===== src/rtl/ram_ctrl_pkg.sv =====
// Shared definitions for the single-port RAM burst controller.
package ram_ctrl_pkg;

    localparam int ADDR_W_DEF = 3;
    localparam int DATA_W_DEF = 8;
    localparam int LEN_W_DEF  = 3;

    typedef enum logic [2:0] {
        IDLE     = 3'd0,
        WR       = 3'd1,
        RD_ISSUE = 3'd2,
        RD_WAIT  = 3'd3,
        RD_RESP  = 3'd4
    } state_t;

endpackage


===== src/rtl/single_port_ram_ctrl.sv =====
// Burst initiator for a single-port registered-read RAM: commands in, write
// beats streamed to the RAM, read beats returned over a valid/ready channel.
module single_port_ram_ctrl
    import ram_ctrl_pkg::*;
#(
    parameter int ADDR_W = ADDR_W_DEF,
    parameter int DATA_W = DATA_W_DEF,
    parameter int LEN_W  = LEN_W_DEF
) (
    input  logic              clk_pi,
    input  logic              rst_ni,
    input  logic              cmd_valid_i,
    output logic              cmd_ready_o,
    input  logic              cmd_we_i,
    input  logic [ADDR_W-1:0] cmd_addr_i,
    input  logic [LEN_W-1:0]  cmd_len_i,
    input  logic              wr_valid_i,
    output logic              wr_ready_o,
    input  logic [DATA_W-1:0] wr_data_i,
    output logic              rd_valid_o,
    input  logic              rd_ready_i,
    output logic [DATA_W-1:0] rd_data_o,
    output logic              rd_last_o,
    output logic              ram_en_o,
    output logic              ram_we_o,
    output logic [ADDR_W-1:0] ram_addr_o,
    output logic [DATA_W-1:0] ram_wdata_o,
    input  logic [DATA_W-1:0] ram_rdata_i,
    output logic              busy_o,
    output logic              done_o
);

    state_t state_q, state_d;

    logic [ADDR_W-1:0] addr_q, addr_d;
    logic [LEN_W-1:0]  len_q, len_d;
    logic [LEN_W-1:0]  beat_q, beat_d;

    logic              cmd_ready_q, cmd_ready_d;
    logic              wr_ready_q, wr_ready_d;
    logic              rd_valid_q, rd_valid_d;
    logic [DATA_W-1:0] rd_data_q, rd_data_d;
    logic              rd_last_q, rd_last_d;
    logic              ram_en_q, ram_en_d;
    logic              ram_we_q, ram_we_d;
    logic [ADDR_W-1:0] ram_addr_q, ram_addr_d;
    logic [DATA_W-1:0] ram_wdata_q, ram_wdata_d;
    logic              busy_q, busy_d;
    logic              done_q, done_d;

    logic cmd_hs;
    logic wr_hs;
    logic rd_hs;
    logic last_beat;

    // Handshakes qualify on the registered ready/valid, so ignored inputs
    // outside their state can never trigger anything.
    assign cmd_hs    = cmd_valid_i & cmd_ready_q;
    assign wr_hs     = wr_valid_i & wr_ready_q;
    assign rd_hs     = rd_ready_i & rd_valid_q;
    assign last_beat = (beat_q == len_q);

    // State register
    always_ff @(posedge clk_pi or negedge rst_ni) begin
        if (!rst_ni) begin
            state_q <= IDLE;
        end else begin
            // NOTE: non-blocking assignment so every flop samples pre-edge values.
            state_q <= state_d;
        end
    end

    // Next-state logic
    always_comb begin
        // NOTE: default first so no path leaves state_d unassigned (no latch).
        state_d = state_q;
        unique case (state_q)
            IDLE:     if (cmd_hs) state_d = cmd_we_i ? WR : RD_ISSUE;
            WR:       if (wr_hs && last_beat) state_d = IDLE;
            RD_ISSUE: state_d = RD_WAIT;
            RD_WAIT:  state_d = RD_RESP;
            RD_RESP:  if (rd_hs) state_d = last_beat ? IDLE : RD_ISSUE;
            default:  state_d = IDLE;
        endcase
    end

    // Output and datapath logic: every output is the registered image of
    // what the next cycle needs, so it is computed from state_d.
    always_comb begin
        addr_d      = addr_q;
        len_d       = len_q;
        beat_d      = beat_q;
        rd_valid_d  = rd_valid_q;
        rd_data_d   = rd_data_q;
        rd_last_d   = rd_last_q;
        ram_en_d    = 1'b0;
        ram_we_d    = 1'b0;
        ram_addr_d  = '0;
        ram_wdata_d = '0;
        done_d      = 1'b0;

        unique case (state_q)
            IDLE: begin
                if (cmd_hs) begin
                    addr_d = cmd_addr_i;
                    len_d  = cmd_len_i;
                    beat_d = '0;
                    if (!cmd_we_i) begin
                        ram_en_d   = 1'b1;
                        ram_addr_d = cmd_addr_i;
                    end
                end
            end
            WR: begin
                if (wr_hs) begin
                    ram_en_d    = 1'b1;
                    ram_we_d    = 1'b1;
                    ram_addr_d  = addr_q;
                    ram_wdata_d = wr_data_i;
                    addr_d      = addr_q + ADDR_W'(1);
                    beat_d      = beat_q + LEN_W'(1);
                    done_d      = last_beat;
                end
            end
            RD_ISSUE: ;
            RD_WAIT: begin
                // Registered-read RAM: dout is valid exactly in this cycle.
                rd_data_d  = ram_rdata_i;
                rd_valid_d = 1'b1;
                rd_last_d  = last_beat;
            end
            RD_RESP: begin
                if (rd_hs) begin
                    rd_valid_d = 1'b0;
                    if (last_beat) begin
                        done_d = 1'b1;
                    end else begin
                        addr_d     = addr_q + ADDR_W'(1);
                        beat_d     = beat_q + LEN_W'(1);
                        ram_en_d   = 1'b1;
                        ram_addr_d = addr_q + ADDR_W'(1);
                    end
                end
            end
            default: ;
        endcase

        cmd_ready_d = (state_d == IDLE);
        wr_ready_d  = (state_d == WR);
        busy_d      = (state_d != IDLE);
    end

    always_ff @(posedge clk_pi or negedge rst_ni) begin
        if (!rst_ni) begin
            addr_q      <= '0;
            len_q       <= '0;
            beat_q      <= '0;
            cmd_ready_q <= 1'b0;
            wr_ready_q  <= 1'b0;
            rd_valid_q  <= 1'b0;
            rd_data_q   <= '0;
            rd_last_q   <= 1'b0;
            ram_en_q    <= 1'b0;
            ram_we_q    <= 1'b0;
            ram_addr_q  <= '0;
            ram_wdata_q <= '0;
            busy_q      <= 1'b0;
            done_q      <= 1'b0;
        end else begin
            addr_q      <= addr_d;
            len_q       <= len_d;
            beat_q      <= beat_d;
            cmd_ready_q <= cmd_ready_d;
            wr_ready_q  <= wr_ready_d;
            rd_valid_q  <= rd_valid_d;
            rd_data_q   <= rd_data_d;
            rd_last_q   <= rd_last_d;
            ram_en_q    <= ram_en_d;
            ram_we_q    <= ram_we_d;
            ram_addr_q  <= ram_addr_d;
            ram_wdata_q <= ram_wdata_d;
            busy_q      <= busy_d;
            done_q      <= done_d;
        end
    end

    assign cmd_ready_o = cmd_ready_q;
    assign wr_ready_o  = wr_ready_q;
    assign rd_valid_o  = rd_valid_q;
    assign rd_data_o   = rd_data_q;
    assign rd_last_o   = rd_last_q;
    assign ram_en_o    = ram_en_q;
    assign ram_we_o    = ram_we_q;
    assign ram_addr_o  = ram_addr_q;
    assign ram_wdata_o = ram_wdata_q;
    assign busy_o      = busy_q;
    assign done_o      = done_q;

endmodule

===== config.mk =====
export PLATFORM = sky130hd
export DESIGN_NAME = single_port_ram_ctrl
export DESIGN_NICKNAME = d
export VERILOG_FILES = /design/src/rtl/ram_ctrl_pkg.sv /design/src/rtl/single_port_ram_ctrl.sv
export SDC_FILE = /design/constraint.sdc
export NUM_CORES = 1
export LEC_CHECK = 0
export ABC_AREA = 1
export CAP_MARGIN = 5
export CELL_PAD_IN_SITES_DETAIL_PLACEMENT = 1
export CELL_PAD_IN_SITES_GLOBAL_PLACEMENT = 2
export CORE_UTILIZATION = 27
export DETAILED_ROUTE_END_ITERATION = 8
export GPL_TIMING_DRIVEN = 0
export PLACE_DENSITY_LB_ADDON = 0.1
export SYNTH_ARGS = -nofsm -noshare
export SYNTH_HDL_FRONTEND = slang
export SYNTH_SLANG_ARGS = --single-unit

===== constraint.sdc =====
create_clock -name clk_pi -period 1.5 [get_ports clk_pi]
set_input_delay 0.375 -clock clk_pi [delete_from_list [all_inputs] [get_ports clk_pi]]
set_output_delay 0.375 -clock clk_pi [all_outputs]
set_load 0.02 [all_outputs]

==> results.md, run 1 <==
- After clock tree synthesis, the clock-pin slew on the worst setup and hold paths is 0.08 ns.
- The fraction of layout instances using a drive strength above 1 is 0.191.
- For this run, the detailed router's first-pass iteration total came to 4.
- In this run, synthesis produced a sequential element count of 39.
- After detailed routing, the total wire length is around 4.4 mm.
- The signal on the critical path passes through dlygate4sd2_1.
- Total power for the finished layout comes to between 5 and 6 mW.
- The average instance area after synthesis is roughly 9.4 sq um.
- Summing all multi-input logic gate instances after layout gives roughly 740 sq um.
- For this run, global-route usage on met1 was measured as 0.190.
- The critical path depth is 1.
- The sequential element share of the synthesized area is 0.547.
- For met3 alone, demand over resource in global routing was 0.0298.
- After floorplanning, the core was divided into 29 placement rows.
- The maximum clock skew at final layout is 0.00573 ns.
- The part of the total power dissipated in sequential elements is 0.335.
- In the post-synthesis netlist, the biggest area contributors are sky130_fd_sc_hd__dfrtp_1, sky130_fd_sc_hd__nand2_1, sky130_fd_sc_hd__nand3_1, sky130_fd_sc_hd__mux2_2, sky130_fd_sc_hd__inv_1.
- The number of clock sinks is 39.
- After technology mapping, the gate count stands at ~190.
- For this design the ratio of total power to cell area is approximately 1900 nW/um^2.
- The count of H-tree levels built during CTS is 2.
- The net count of the finished layout is about 290.
- The standby leakage power is roughly 1.3 nW.
- Leaving out fill and tap cells, the most frequent cell in the layout is sky130_fd_sc_hd__nand2_1.
- The number of fill cells in the layout is between 700 and 800.
- The cell area after placement is around 2400 sq um.
- Yosys printed 0 warnings.
- Counting cells, the worst reg-to-reg path comes to 7.
- The TritonCTS buffer count is 5.
- The max-capacitance violation count is 0.
- Buffers placed on the I/O ports in this run total 54.
- The slew at the pin closest to its max-slew limit is between 0.4 and 0.5 ns.
- In this run, the number of DRC markers left after iteration 0 of detailed routing was 54.
- In this run the worst hold path is classified as in -> async.
- On the critical path the largest part of the delay comes from flip-flops.
- Clock latency on the worst-skew pair, taken at its later pin, is 0.29 ns.
- The number of inserted diodes is 0.
- The register area is 978 sq um.
- Setup violations remaining at the end of the flow were counted as 0.
- Data on the critical path arrives at its endpoint at 1.02 ns.
- The data required time of the worst path is 1.12 ns.
- Summing every instance area after synthesis gives roughly 1800 sq um.
- After global routing, the most crowded layer is met2.
- The total vias in the final route is about 1500.
- The cell accounting for the most synthesized area is sky130_fd_sc_hd__dfrtp_1.
- The initial utilization of the core area, before any placement, comes to 0.281.
- The total DRC errors in the routed layout is 0.
- The die covers 6930 sq um.
- The clock tree from TritonCTS is done.
- The die is between 80 and 90 um wide.
- The hold violation total from the final report was 0.
- The critical path start-end classification is reg -> out.
- The library cells used most frequently in the layout, excluding fill and tap cells, are sky130_fd_sc_hd__nand2_1, sky130_fd_sc_hd__dfrtp_1, sky130_fd_sc_hd__dlygate4sd2_1.
- The number of global-route vias before repair came to ~1600.
- For met2 alone, demand over resource in global routing was 0.232.
- The first-pass GRT wire length is around 8 mm.
- The count of nets left with antenna violations once routing finished came out at 0.
- The die outline height is between 80 and 90 um.
- The core region area is 6350 sq um.
- The number of max-slew violations in the final report is 0.
- The post-layout instance area is 2590 sq um.
- Counting both buffers and inverters, the worst setup path holds a total of 1.
- The post-synthesis cell type count is 27.
- The critical-path maximum fanout is 3.
- The part of the power in combinational logic is 0.484.
- The delay of the slowest cell on the worst path is about 0.40 ns.
- Across the VDD grid, the largest voltage drop is approximately 0.00084 V.
- After clock tree synthesis, the flow added hold-fix buffers numbering 0.
- Summed over all layers, the global routing overflow is 0.
- The type of destination of the critical path is an output port.
- Setup repair after global routing could not meet its margin everywhere.
- The internal portion of total power is just under 3 mW.
- The signed area change from the synthesized netlist to the final layout is 45.1%.
- The clock tree buffer depth is 2.
- For this run, the share of the core covered by cells in the final layout is 0.407.
- The final period utilization is 0.931.
- The average wire per cell in the routed design is 13.3 um.
- The area share of the leading cell type in the synthesized netlist is 0.547.
- The share of total power dissipated in the clock network is 0.181.
- When the netlist entered floorplanning its net count stood at 219.
- The run finished with clean final reports.
- Hold is met by between 0.02 and 0.025 ns.
- Of the total power, the share spent switching nets is 0.415.
- Headroom to the max-slew limit came out at 0.700.
- The analysis attributes to net switching a power of roughly 2.1 mW.
- The buffer cell driving the clock tree root is sky130_fd_sc_hd__clkbuf_8.
- The worst path in the final design needs a cycle of about 1.4 ns, including I/O delays and setup.
- The worst setup path is launched from a register.
- The top achievable clock speed is between 700 and 800 MHz.
- After detailed routing, the number of vias per cell comes to 4.44.
- The detailed placer's ending HPWL is approximately 3.4 mm.
- In the global route stage, overall resource usage came out at 0.143.
- The number of antenna violations at the first check in global routing came to 0.
- The weighted congestion reported at the end of routability-driven placement is between 0.6 and 0.7.
- The slowest cell on the critical path is sky130_fd_sc_hd__dfrtp_1.
- The pin count of the biggest net entering global routing is 23.
- For this design the top-level I/O count stands at between 50 and 60.
path summary, 6_finish.rpt:
check,start,end,slack [ns]
max,rd_valid_o,rd_valid_o,0.10
min,rst_ni,rd_data_o[4],0.02
max reg2reg,beat_q[2],ram_en_o,0.12
min reg2reg,rd_last_o,rd_last_o,0.48
max in group asynchronous,rst_ni,len_q[0],1.01
min in group clk_pi,rd_last_o,rd_last_o,0.48
what timing repair did:
item / 4_1_cts / 5_1_grt
endpoints found under the setup margin: 39 / 12
setup buffers: 1 / 3
resized for setup: 30 / 7
pin swaps: 1 / 4
endpoints found under the hold margin: 0 / 0
cloned: 0 / 0
cell usage after synthesis:
library cell and count:
sky130_fd_sc_hd__xor2_1 1, sky130_fd_sc_hd__o21ai_0 4, sky130_fd_sc_hd__nand4_4 1, sky130_fd_sc_hd__nor2_1 12, sky130_fd_sc_hd__nand2_1 65, sky130_fd_sc_hd__nand4_1 1
sky130_fd_sc_hd__nand2_4 1, sky130_fd_sc_hd__nor3_1 1, sky130_fd_sc_hd__nor2_2 3, sky130_fd_sc_hd__a21oi_1 6, sky130_fd_sc_hd__nor2_4 1, sky130_fd_sc_hd__dfrtp_1 39
sky130_fd_sc_hd__xnor2_1 2, sky130_fd_sc_hd__o21ai_2 1, sky130_fd_sc_hd__nand3_4 1, sky130_fd_sc_hd__mux2_4 3, sky130_fd_sc_hd__nand3_2 1, sky130_fd_sc_hd__nor3_4 1
sky130_fd_sc_hd__inv_1 13, sky130_fd_sc_hd__nand2_2 4, sky130_fd_sc_hd__clkinv_2 1, sky130_fd_sc_hd__inv_2 3, sky130_fd_sc_hd__nand3_1 14, sky130_fd_sc_hd__mux2_2 5
sky130_fd_sc_hd__or2_1 1, sky130_fd_sc_hd__buf_6 2, sky130_fd_sc_hd__ha_1 2
per-stage QoR:
stage / std cells / setup TNS (ns) / setup slack, ns
2_1_floorplan: 189 / 0 / 0.194
3_3_place_gp: 320 / -45.18 / -1.03
3_5_place_dp: 321 / -5.38 / -0.423
4_1_cts: 330 / 0 / 0.0479
5_1_grt: 333 / -0.00345 / -0.00345
6_report: 333 / 0 / 0.103
final cells by class:
type / instances / share of cell area
Sequential cell: 39 / 0.378
Multi-Input combinational cell: 131 / 0.288
Timing Repair Buffer: 59 / 0.216
Tap cell: 77 / 0.0373
Clock buffer: 6 / 0.0319
Inverter: 17 / 0.0261
Clock inverter: 2 / 0.0135
Buffer: 2 / 0.00871
kinds of logic (layout without fill, tap and decap cells):
group           after synthesis  after routing  synth area share
compound gates               11             11            0.0330
simple gates                107            107             0.285
buf+inv                      19             86            0.0491
mux                           8              8            0.0568
xor+xnor                      3              3            0.0147
flops                        39             39             0.547
fa+ha+maj                     2              2            0.0140
registers in the layout, indices dropped and copies added (netlist names):
name,cells
ram_wdata_o,8
rd_data_o,8
addr_q,3
beat_q,3
len_q,3
ram_addr_o,3
state_q,3
busy_o,1
cmd_ready_o,1
done_o,1
ram_en_o,1
ram_we_o,1
rd_last_o,1
rd_valid_o,1
wr_ready_o,1
per-layer routing:
layer / routed length [um] / up-vias
met5: 0 / -
met4: 59 / 0
met3: 180 / 7
met2: 2070 / 41
met1: 2120 / 703
li1: - / 727
power by group through the flow:
stage          combinational (mW)  clock [mW]  sequential (mW)
6_report                     2.43       0.908             1.68
3_5_place_dp                 2.52           0             1.71
2_1_floorplan                1.33           0             1.96
3_3_place_gp                 2.49           0             1.70
5_1_grt                      2.73       0.977             1.75
4_1_cts                      2.40       0.947             1.69
Note: power is estimated with default switching activity, not from simulation.
==> run 2: changes to the inputs <==
--- a/config.mk
+++ b/config.mk
@@ -7,10 +7,11 @@
 export LEC_CHECK = 0
 export ABC_AREA = 1
 export CAP_MARGIN = 5
-export CELL_PAD_IN_SITES_DETAIL_PLACEMENT = 1
-export CELL_PAD_IN_SITES_GLOBAL_PLACEMENT = 2
-export CORE_UTILIZATION = 27
+export CELL_PAD_IN_SITES_DETAIL_PLACEMENT = 0
+export CELL_PAD_IN_SITES_GLOBAL_PLACEMENT = 1
+export CORE_UTILIZATION = 34
 export DETAILED_ROUTE_END_ITERATION = 8
+export GPL_ROUTABILITY_DRIVEN = 0
 export GPL_TIMING_DRIVEN = 0
 export PLACE_DENSITY_LB_ADDON = 0.1
 export SYNTH_ARGS = -nofsm -noshare
==> results.md, run 2 (synthesized netlist as in run 1, its figures left out) <==
- The clock tree buffer depth was 2 (unchanged).
- Setup repair after global routing left no endpoint under its margin.
- The worst slew margin relative to its limit was 0.783 (+0.0839).
- The number of global-route vias before repair is 1501 (-5.8%).
- Leaving out fill and tap cells, the most frequent cell in the layout is sky130_fd_sc_hd__nand2_1.
- The buffer cell driving the clock tree root is sky130_fd_sc_hd__clkbuf_8.
- From synthesis to final layout, the design area changed by 44.4%.
- The leftover overflow at the end of global routing is 0 (unchanged).
- The TritonCTS buffer count is 5 (unchanged).
- The final routed wirelength across all metal layers is 3.91 mm (-12%).
- The die width is 74.4 um (-11%).
- The largest voltage drop on the vdd net is 0.000784 V (-6.3%).
- STA classifies the critical path endpoint as an output port.
- The data required time of the worst path came to 1.12 ns (about the same).
- The initial core utilization was 0.365 (+0.0846).
- The number of inserted diodes was 0 (unchanged).
- The total routing resource utilization after global routing is 0.164 (+0.0208).
- The delay of the slowest cell on the worst path is 0.40 ns (about the same).
- The area enclosed by the die boundary is 5540 sq um (-20%).
- The count of H-tree levels built during CTS is 2 (unchanged).
- The final period utilization came to 0.934 (+0.00295).
- The worst hold slack across all endpoints is 0.402 ns (+0.381 ns).
- The total DRC errors in the routed layout was 0 (unchanged).
- The worst setup path is of the reg -> out kind.
- The first-pass GRT wire length came to 6.83 mm (-13%).
- The detailed placer's ending HPWL is 2.89 mm (-14%).
- The flow ran to the end, and the final reports show no timing, DRC or antenna violations.
- The worst setup path is launched from a register.
- The aggregate negative setup slack is 0 ns (unchanged).
- The total vias in the final route is 1448 (-2.0%).
- The number of antenna violations at the first check in global routing was 0 (unchanged).
- The tightest min-delay check is of the in -> async type.
- The clock insertion delay at the later pin of the skew report is 0.29 ns (about the same).
- The critical path goes through dlygate4sd2_1.
- The number of top-level design ports was 55 (unchanged).
- The max-capacitance violation count is 0 (unchanged).
- The standby leakage power is 1.32 nW (about the same).
- The initial DRC count was 60 (+11%).
- The fraction of layout instances using a drive strength above 1 came to 0.176 (-0.0156).
- The number of core rows was 25 (-14%).
- The critical-path maximum fanout is 3 (unchanged).
- The data arrival at the endpoint of the critical path is 1.03 ns (about the same).
- The top achievable clock speed is 714 MHz (-0.32%).
- The number of detailed-routing iterations run before antenna repair is 4 (unchanged).
- The areal power density over the cells is 1980 nW/um^2 (+1.7%).
- The slowest cell on the critical path is sky130_fd_sc_hd__dfrtp_1.
- The total of buffers placed on input and output ports is 54 (unchanged).
- The via count normalized by instance count is 4.48 (+1.0%).
- The maximum clock skew at final layout is 0.00499 ns (-0.000739 ns).
- The kind of cell adding the most delay to the critical path is flip-flops.
- The clock-pin slew on the worst setup and hold paths was 0.08 ns (about the same).
- The average wire per cell in the routed design is 12.1 um (-9.0%).
- The final count of negative-setup-slack endpoints came to 0 (unchanged).
- Leaving out fill and tap cells, the most frequent cells in the layout are sky130_fd_sc_hd__nand2_1, sky130_fd_sc_hd__dfrtp_1, sky130_fd_sc_hd__dlygate4sd2_1.
- The hold violation total from the final report came to 0 (unchanged).
- The clock period minus worst slack is 1.40 ns (+0.00443 ns).
- The pin count of the biggest net entering global routing is 39 (+70%).
- The number of max-slew violations in the final report was 0 (unchanged).
- The sum of buffers and inverters on the critical path came to 1 (unchanged).
- The die outline height was 74.4 um (-11%).
- The core region area is 4880 sq um (-23%).
- The clock tree from TritonCTS is done.
- The final net count is 285 (unchanged).
- The post-route antenna net violation count is 0 (unchanged).
- The number of clock sinks is 39 (unchanged).
- The slew at the pin closest to its max-slew limit was 0.325 ns (-0.126 ns).
run 2: cell count changes in the layout (fill, tap and decap cells not counted), sizes merged:
| cell | previous run | this run |
|---|---|---|
| buf | 8 | 7 |
| clkinv | 2 | 1 |
| dlygate4sd3 | 0 | 1 |
| bufinv | 1 | 2 |
run 2: final timing paths:
kind | slack [ns] | startpoint | cells after the start | to
setup / recovery | 0.1 | rd_valid_o | 1 | rd_valid_o
hold / removal | 0.40 | rst_ni | 2 | rd_data_o[7]
setup reg to reg | 0.13 | state_q[2] | 4 | rd_data_o[7]
hold reg to reg | 0.49 | rd_last_o | 2 | rd_last_o
max in group asynchronous | 0.71 | rst_ni | 3 | state_q[0]
min in group clk_pi | 0.49 | rd_last_o | 2 | rd_last_o
run 2: cell type report:
| type | instances | area (sq um) |
|---|---|---|
| clock inverters | 2 | 60.1 |
| plain buffers | 2 | 22.5 |
| clock buffers | 6 | 72.6 |
| multi-input cells | 131 | 737 |
| flip-flops and latches | 39 | 977 |
| inverters | 17 | 67.6 |
| repair buffers | 59 | 554 |
| well taps | 67 | 83.8 |
| fillers | 489 | 2300 |
run 2: timing repair:
item                                    4_1_cts  5_1_grt
gates resized for setup                      29        5
hold buffers                                  1        0
pin swaps                                     1        2
endpoints found under the setup margin       39       10
endpoints found under the hold margin         1        0
setup buffers                                 2        1
run 2: power breakdown:
group / switching, mW / leakage, nW / internal (mW) / total [mW]
registers: 0.252 / 0.500 / 1.43 / 1.68
clock network: 0.370 / 0.0654 / 0.665 / 1.03
logic: 1.41 / 0.754 / 0.961 / 2.37
total: 2.03 / 1.32 / 3.05 / 5.09
run 2: layer usage:
layer,track usage,vias to the layer above,share of wire
li1,-,733,-
met1,0.199,661,0.48
met2,0.278,46,0.45
met3,0.0339,8,0.052
met4,0.0776,0,0.018
met5,0,-,0
run 2: per-stage QoR:
| step | instances | instance area (sq um) | setup slack, ns | power, mW | utilization |
|---|---|---|---|---|---|
| after floorplan | 189 | 1780 | 0.194 | 3.29 | - |
| after global placement | 310 | 2410 | -0.976 | 4.15 | 0.493 |
| after detailed placement | 311 | 2420 | -0.350 | 4.17 | 0.496 |
| after CTS | 322 | 2550 | 0.0803 | 5.10 | 0.523 |
| after global routing | 323 | 2570 | 0.00375 | 5.51 | 0.528 |
| final | 323 | 2570 | 0.0986 | 5.09 | 0.528 |
